[src/rtl/ti_gf22mul_dom_pkg.sv]
`default_nettype none
// ============================================================================
// Module      : ti_gf22mul_dom_pkg
// Description : Shared widths and types for the masked GF(2^2) multiplier.
// Revision    : 1.0 - initial release
// ============================================================================
package ti_gf22mul_dom_pkg;

    localparam int GF22_W = 2;
    localparam int SHARES = 2;

    typedef logic [GF22_W-1:0] gf22_t;

    typedef struct packed {
        logic s1;
        logic s2;
    } stage_valid_t;

endpackage
`default_nettype wire

[src/rtl/ti_gf22mul_dom_if.sv]
`default_nettype none
// ============================================================================
// Module      : ti_gf22mul_dom_if
// Description : Operand/result handshake bundle for the masked multiplier.
// Revision    : 1.0 - initial release
// ============================================================================
interface ti_gf22mul_dom_if;
    import ti_gf22mul_dom_pkg::*;

    gf22_t x0;
    gf22_t x1;
    gf22_t y0;
    gf22_t y1;
    gf22_t rnd;
    logic  rnd_valid;
    logic  in_valid;
    logic  in_ready;
    gf22_t z0;
    gf22_t z1;
    logic  out_valid;
    logic  out_ready;
    logic  busy;

    modport master (
        output x0, x1, y0, y1, rnd, rnd_valid, in_valid, out_ready,
        input  in_ready, z0, z1, out_valid, busy
    );

    modport slave (
        input  x0, x1, y0, y1, rnd, rnd_valid, in_valid, out_ready,
        output in_ready, z0, z1, out_valid, busy
    );

endinterface
`default_nettype wire

[src/rtl/gf22mul.sv]
`default_nettype none
// ============================================================================
// Module      : gf22mul
// Description : Combinational normal-basis GF(2^2) multiplier (11 = one).
// Revision    : 1.0 - initial release
// ============================================================================
module gf22mul
    import ti_gf22mul_dom_pkg::*;
(
    input  gf22_t a,
    input  gf22_t b,
    output gf22_t p
);

    logic  w_p2;
    gf22_t w_pl;

    assign w_p2 = ~((^a) & (^b));
    assign w_pl = ~(a & b);
    assign p    = {w_p2 ^ w_pl[1], w_p2 ^ w_pl[0]};

endmodule
`default_nettype wire

[src/rtl/ti_gf22mul_dom.sv]
`default_nettype none
// ============================================================================
// Module      : ti_gf22mul_dom
// Description : Two-stage domain-oriented masked GF(2^2) multiplier.
// Revision    : 1.0 - initial release
// ============================================================================
module ti_gf22mul_dom
    import ti_gf22mul_dom_pkg::*;
(
    input  logic CLK,
    input  logic RSTn,
    ti_gf22mul_dom_if.slave bus
);

    gf22_t        w_x     [SHARES];
    gf22_t        w_y     [SHARES];
    gf22_t        w_dom   [SHARES];
    gf22_t        w_cross [SHARES];

    stage_valid_t r_vld;
    gf22_t        r_dom   [SHARES];
    gf22_t        r_cross [SHARES];
    gf22_t        r_z     [SHARES];

    logic         w_s2_ready;
    logic         w_in_ready;
    logic         w_accept;
    logic         w_s2_load;

    assign w_x[0] = bus.x0;
    assign w_x[1] = bus.x1;
    assign w_y[0] = bus.y0;
    assign w_y[1] = bus.y1;

    // Share i owns the in-domain product and the cross term x_i * y_(other).
    generate
        for (genvar i = 0; i < SHARES; i++) begin : g_share
            gf22mul u_dom (
                .a (w_x[i]),
                .b (w_y[i]),
                .p (w_dom[i])
            );
            gf22mul u_cross (
                .a (w_x[i]),
                .b (w_y[SHARES-1-i]),
                .p (w_cross[i])
            );
        end
    endgenerate

    assign w_s2_ready = !r_vld.s2 || bus.out_ready;
    assign w_in_ready = !r_vld.s1 || w_s2_ready;
    assign w_accept   = bus.in_valid && w_in_ready && bus.rnd_valid;
    assign w_s2_load  = r_vld.s1 && w_s2_ready;

    always_ff @(posedge CLK) begin
        if (!RSTn) begin
            r_vld <= '0;
            for (int i = 0; i < SHARES; i++) begin
                r_dom[i]   <= '0;
                r_cross[i] <= '0;
                r_z[i]     <= '0;
            end
        end else begin
            // Cross terms are refreshed before being registered so no share mix reaches stage 2 raw.
            if (w_accept) begin
                for (int i = 0; i < SHARES; i++) begin
                    r_dom[i]   <= w_dom[i];
                    r_cross[i] <= w_cross[i] ^ bus.rnd;
                end
            end

            if (w_accept) begin
                r_vld.s1 <= 1'b1;
            end else if (w_s2_ready) begin
                r_vld.s1 <= 1'b0;
            end

            if (w_s2_load) begin
                for (int i = 0; i < SHARES; i++) begin
                    r_z[i] <= r_dom[i] ^ r_cross[i];
                end
            end

            if (w_s2_ready) begin
                r_vld.s2 <= r_vld.s1;
            end
        end
    end

    assign bus.in_ready  = w_in_ready;
    assign bus.out_valid = r_vld.s2;
    assign bus.busy      = r_vld.s1 || r_vld.s2;
    assign bus.z0        = r_z[0];
    assign bus.z1        = r_z[1];

endmodule
`default_nettype wire
[src/flat_wrapper.sv]
// flat-port wrapper written by rule: the top's interface ports become plain ports
module ti_gf22mul_dom_flat import ti_gf22mul_dom_pkg::*;
  (CLK, RSTn, bus_x0, bus_x1, bus_y0, bus_y1, bus_rnd, bus_rnd_valid, bus_in_valid, bus_out_ready, bus_in_ready, bus_z0, bus_z1, bus_out_valid, bus_busy);
  ti_gf22mul_dom_if bus_i ();
  input  logic CLK;
  input  logic RSTn;
  input wire logic [$bits(bus_i.x0)-1:0] bus_x0;
  input wire logic [$bits(bus_i.x1)-1:0] bus_x1;
  input wire logic [$bits(bus_i.y0)-1:0] bus_y0;
  input wire logic [$bits(bus_i.y1)-1:0] bus_y1;
  input wire logic [$bits(bus_i.rnd)-1:0] bus_rnd;
  input wire logic [$bits(bus_i.rnd_valid)-1:0] bus_rnd_valid;
  input wire logic [$bits(bus_i.in_valid)-1:0] bus_in_valid;
  input wire logic [$bits(bus_i.out_ready)-1:0] bus_out_ready;
  output wire logic [$bits(bus_i.in_ready)-1:0] bus_in_ready;
  output wire logic [$bits(bus_i.z0)-1:0] bus_z0;
  output wire logic [$bits(bus_i.z1)-1:0] bus_z1;
  output wire logic [$bits(bus_i.out_valid)-1:0] bus_out_valid;
  output wire logic [$bits(bus_i.busy)-1:0] bus_busy;
  assign bus_i.x0 = bus_x0;
  assign bus_i.x1 = bus_x1;
  assign bus_i.y0 = bus_y0;
  assign bus_i.y1 = bus_y1;
  assign bus_i.rnd = bus_rnd;
  assign bus_i.rnd_valid = bus_rnd_valid;
  assign bus_i.in_valid = bus_in_valid;
  assign bus_i.out_ready = bus_out_ready;
  assign bus_in_ready = bus_i.in_ready;
  assign bus_z0 = bus_i.z0;
  assign bus_z1 = bus_i.z1;
  assign bus_out_valid = bus_i.out_valid;
  assign bus_busy = bus_i.busy;
  ti_gf22mul_dom u_core (.CLK(CLK), .RSTn(RSTn), .bus(bus_i));
endmodule
[config.mk]
export PLATFORM = sky130hd
export DESIGN_NAME = ti_gf22mul_dom_flat
export DESIGN_NICKNAME = d
export VERILOG_FILES = /design/src/rtl/ti_gf22mul_dom_pkg.sv /design/src/rtl/ti_gf22mul_dom_if.sv /design/src/rtl/gf22mul.sv /design/src/rtl/ti_gf22mul_dom.sv /design/src/flat_wrapper.sv
export SDC_FILE = /design/constraint.sdc
export NUM_CORES = 1
export LEC_CHECK = 0
export ABC_CLOCK_PERIOD_IN_PS = 2390
export BUFFER_PORTS_ARGS = -buffer_cell sky130_fd_sc_hd__buf_2
export CAP_MARGIN = 30
export CORE_UTILIZATION = 30
export CTS_BUF_LIST = sky130_fd_sc_hd__clkbuf_16
export CTS_CLUSTER_DIAMETER = 120
export DETAILED_ROUTE_END_ITERATION = 16
export PLACE_DENSITY_LB_ADDON = 0.15
export RECOVER_POWER = 25
export SYNTH_ARGS = -nofsm -noshare
export SYNTH_HDL_FRONTEND = slang
export SYNTH_SLANG_ARGS = --single-unit
export TNS_END_PERCENT = 50
[constraint.sdc]
create_clock -name CLK -period 2.39 [get_ports CLK]
set_input_delay 0.717 -clock CLK [delete_from_list [all_inputs] [get_ports CLK]]
set_output_delay 0.717 -clock CLK [all_outputs]
set_load 0.05 [all_outputs]
* After elaboration in Yosys (flattened, before gate mapping)
Memories as Yosys holds them, arrays and structs flattened.
Cells that the tools add are included.
** Word-level totals
- Logic and storage cells :: 67
- Register bits after elaboration :: 2
- Memory bits (writable) :: 12
- Memories kept :: 3
** Memory list
- u_core.r_cross :: words 2, bits a word 2, rd ports 2, clocked after memory_dff 0, write ports 2, RTL line ti_gf22mul_dom.sv:22 : gf22_t r_cross [SHARES];
- u_core.r_dom :: words 2, bits a word 2, rd ports 2, clocked after memory_dff 0, write ports 2, RTL line ti_gf22mul_dom.sv:21 : gf22_t r_dom [SHARES];
- u_core.r_z :: words 2, bits a word 2, rd ports 2, clocked after memory_dff 0, write ports 2, RTL line ti_gf22mul_dom.sv:23 : gf22_t r_z [SHARES];
** Operators by class
- Bitwise logic cells :: 34
- Multiplexer cells :: 15
- Reductions and logical operators :: 13
** Operator list (number)
- 2-bit two-way mux :: 6
- 1-bit two-way mux :: 9
- 2-bit bitwise AND :: 4
- 2-bit NOT :: 4
- 2-bit parity :: 4
- 1-bit XOR :: 8
- 2-bit XOR :: 4
- 1-bit bitwise OR :: 6
- 1-bit bitwise AND :: 4
- 1-bit NOT :: 4
- 1-bit logical AND :: 3
- 1-bit logical OR :: 3
- 1-bit zero test :: 2
- 2-bit nonzero test :: 1

* Logic depth before layout (Yosys ltp)
- Word-level depth :: 9
- Depth in mapped cells :: 5
- Mapped depth without buffers :: 4

* Modules after synthesis
Synthesis repeated with hierarchy kept, for this count alone.
** Second synthesis, totals
- Cells, all modules :: 78
- Area, all modules :: 1008.5 sq um
** By module, submodules not included
- ti_gf22mul_dom :: instances 1, cells each 46, area an instance 688.2 sq um
- gf22mul :: instances 4, cells each 8, area an instance 80.1 sq um

* Worst setup path after synthesis
OpenSTA, ideal clock, no wires.
- Path kind :: input to register
- Start point :: input bus_out_ready
- End point :: memory u_core.r_cross[0][2] (netlist bit), data pin
- Arrival time :: 1597 ps
- Stages on the path :: 4
- Path buffers :: 0
- Path slack :: 529 ps
- Cell sequence :: nand3b_2 > nand4_2 > nand2b_1 > mux2i_1
** RTL lines
- start: declaration :: RTL line flat_wrapper.sv:14 : input wire logic [$bits(bus_i.out_ready)-1:0] bus_out_ready;
- end: declaration :: RTL line ti_gf22mul_dom.sv:22

* Worst setup path after layout
- Start point :: input bus_out_ready
- End point :: output bus_in_ready
** Between the ends
- Cells in the longest elaborated chain, start to end :: 2
** Ends and longest elaborated chain
- 1-bit logical OR :: RTL line ti_gf22mul_dom.sv:51 : assign w_s2_ready = !r_vld.s2 || bus.out_ready;
- 1-bit logical OR :: RTL line ti_gf22mul_dom.sv:52 : assign w_in_ready = !r_vld.s1 || w_s2_ready;
- end: declaration :: RTL line flat_wrapper.sv:15 : output wire logic [$bits(bus_i.in_ready)-1:0] bus_in_ready;
No other way between the ends.

==> flow_summary.ini <==
[status]
outcome = complete, but fails checks
failed_checks = design-rule violations

[synth]
synth_top_flop_cell = edfxtp_1
syn-instance-count = 87
ys_seq_area_frac = 0.444
synthDistinctLibCells = 29
synth-seq-cells = 14
synthesis.area_um2 = 901
synth_area_per_cell_um2 = 10.4
yosys.area.top_type = edfxtp_1
synth_area_leaders = edfxtp_1 (40%), xnor2_1 (4.9%), dfxtp_1 (4.4%), nand2b_1 (4.2%), nor2_1 (4.2%)
synth_top_area_frac = 0.400
synth-async-reset-ratio = 0
synth-edff-count = 12
ys.warnings.count = 0
synth.net_count = 102

[final_layout]
drive_gt1_frac = 0.343
finish.utilization = 0.389
final_nets = 124
syn2layout_area_growth_pct = 21.1
diodes = 0

[global_routing]
grt_max_degree = 11
grtUsageTotal = 0.0966
antenna_found_initial = 0
grt_pass1_wl_mm = 2.31
grt.overflow.total = 0
grt_pass1_vias = 546

[critical_path]
endpoint_kind = output port
worstPathRequired_ns = 1.67
worstReg2RegEnd = u_core.r_cross[0][0]$_SDFFCE_PN0P_
setup.worst_path.class = input port to output port
cp_max_fo = 4
rr_worst_depth = 4
critPathLaunchType = input port
r2r_start = u_core.r_vld[1]$_SDFFE_PN0P_
crit_path_end = bus_in_ready
r2r_setup_slack_ns = 1.06
cp.arrival_ns = 1.28
startpoint = bus_out_ready

[floorplanning]
dieArea_mm2 = 0.00323
die_y_um = 56.8
row_count = 19
initial_core_util = 0.321
ios = 22
core_mm2 = 0.00281
die_w_um = 56.8

[routing]
routed-via-count = 649
firstDrtPassIters = 10
wl_mm = 1.45
ant_nets = 0
wire_per_inst_um = 10.4
drtIter0Drc = 12
viasPerCell = 4.67
drc = 4

[power_and_ir_drop]
powerDensity_mw_per_mm2 = 651
irDropWorstVdd_mv = 0.221
p_leak_nw = 0.457

[sta]
drv_slew = 0
tightest_slew_ns = 0.308
finClkSkew_ns = 0.00349
setup_violations = 0
finalHoldViolations = 0
finalCriticalPeriod_ns = 2.00
max_freq_mhz = 500
slew_headroom = 0.794
period_share = 0.836
timing.setup.tns_ns = 0
rsz0062_at_grt = no

[place]
gp_congestion = 0.763
numPortBuffers = 21

[clocking]
cts_buffers = 3
cts.path.max_buffers = 2
h-tree-depth = 1
cts_resized = 0
hold_buffers = 0
clk_pin_slew_worst_paths_ns = 0.04
clkSinkCount = 14
cts_tree = yes
cts-root-buf = clkbuf_16
postCtsSetupRepairBufs = 0
clk_latency_ns = 0.24

[min_path]
hp-class = flip-flop to flip-flop

[flow_run]
max-cap-violations = 0
==> per-stage QoR <==
stage	power (mW)	cells	setup slack, ns	area (um2)	hold slack [ns]
after CTS	0.721	139	0.385	1090	0.512
final	0.711	139	0.391	1090	0.517
after global placement	0.408	135	0.395	1010	0.500
after global routing	0.743	139	0.370	1090	0.562
after detailed placement	0.410	135	0.386	1010	0.508
after floorplan	0.380	87	0.529	901	0.480
==> cell usage in the layout, fill, tap and decap left out, drive strengths merged <==
cell type,instances
a21oi,2
o221ai,1
nand2b,6
inv,5
and3b,1
a22oi,4
and2b,1
nand3,2
xor2,1
nand3b,2
clkbuf,3
or2,2
xnor2,5
nand4,1
a21boi,2
nor2,10
a221oi,2
o21ai,7
and4bb,1
nor2b,1
buf,21
mux2,4
dfxtp,2
edfxtp,12
nand2,7
mux2i,3
==> layout make-up <==
cell class	instances	area (um2)
fillers	286	1710
multi-input cells	65	453
flip-flops and latches	14	400
repair buffers	21	105
clock buffers	3	75.1
well taps	31	38.8
inverters	4	15.0
clock inverters	1	3.75
==> metal layers <==
metal,up-vias,track usage,part of all wire
met5,-,0,0
met1,278,0.114,0.47
li1,353,-,-
met4,0,0.0732,0.015
met2,16,0.153,0.49
met3,2,0.0207,0.031
==> power breakdown <==
part           switching [mW]  internal [mW]
combinational          0.0699         0.0478
clock                  0.0863          0.220
sequential            0.00543          0.281
==> cell families (layout without fill, tap and decap cells) <==
group / after synthesis / in the layout / share of synthesized area
buf+inv: 8 / 29 / 0.0528
flops: 14 / 14 / 0.444
simple gates: 34 / 34 / 0.214
mux: 7 / 7 / 0.0875
xor+xnor: 6 / 6 / 0.0583
compound gates: 18 / 18 / 0.143
==> worst max-delay path, stage by stage <==
cell      delay [ns]
buf_2           0.10
nand3b_2        0.23
buf_2           0.23
==> how the worst min path moves through the flow <==
stage                                             from                                end  slack, ns  depth (start not counted)
after floorplan           u_core.r_vld[1]$_SDFFE_PN0P_  u_core.bus.out_valid$_SDFFE_PN0P_       0.48                          2
after global placement    u_core.r_vld[1]$_SDFFE_PN0P_  u_core.bus.out_valid$_SDFFE_PN0P_       0.50                          2
after detailed placement  u_core.r_vld[1]$_SDFFE_PN0P_  u_core.bus.out_valid$_SDFFE_PN0P_       0.51                          2
after CTS                 u_core.r_vld[1]$_SDFFE_PN0P_  u_core.bus.out_valid$_SDFFE_PN0P_       0.51                          2
after global routing      u_core.r_vld[1]$_SDFFE_PN0P_  u_core.bus.out_valid$_SDFFE_PN0P_       0.56                          2
final                     u_core.r_vld[1]$_SDFFE_PN0P_  u_core.bus.out_valid$_SDFFE_PN0P_       0.52                          2
==> Yosys cell counts (3+ instances only) <==
master	number
a22oi_1	4
edfxtp_1	12
inv_1	4
mux2_2	3
mux2i_1	3
nand2_1	7
nand2b_1	6
nor2_1	10
o21ai_0	6
xnor2_1	5
==> flip-flops by register name, summed over array words and instances, names as in the netlist <==
register              flops
u_core.r_z                4
u_core.r_cross            4
u_core.r_dom              4
u_core.bus.out_valid      1
u_core.r_vld              1
Power figures use the tool's default switching activity.
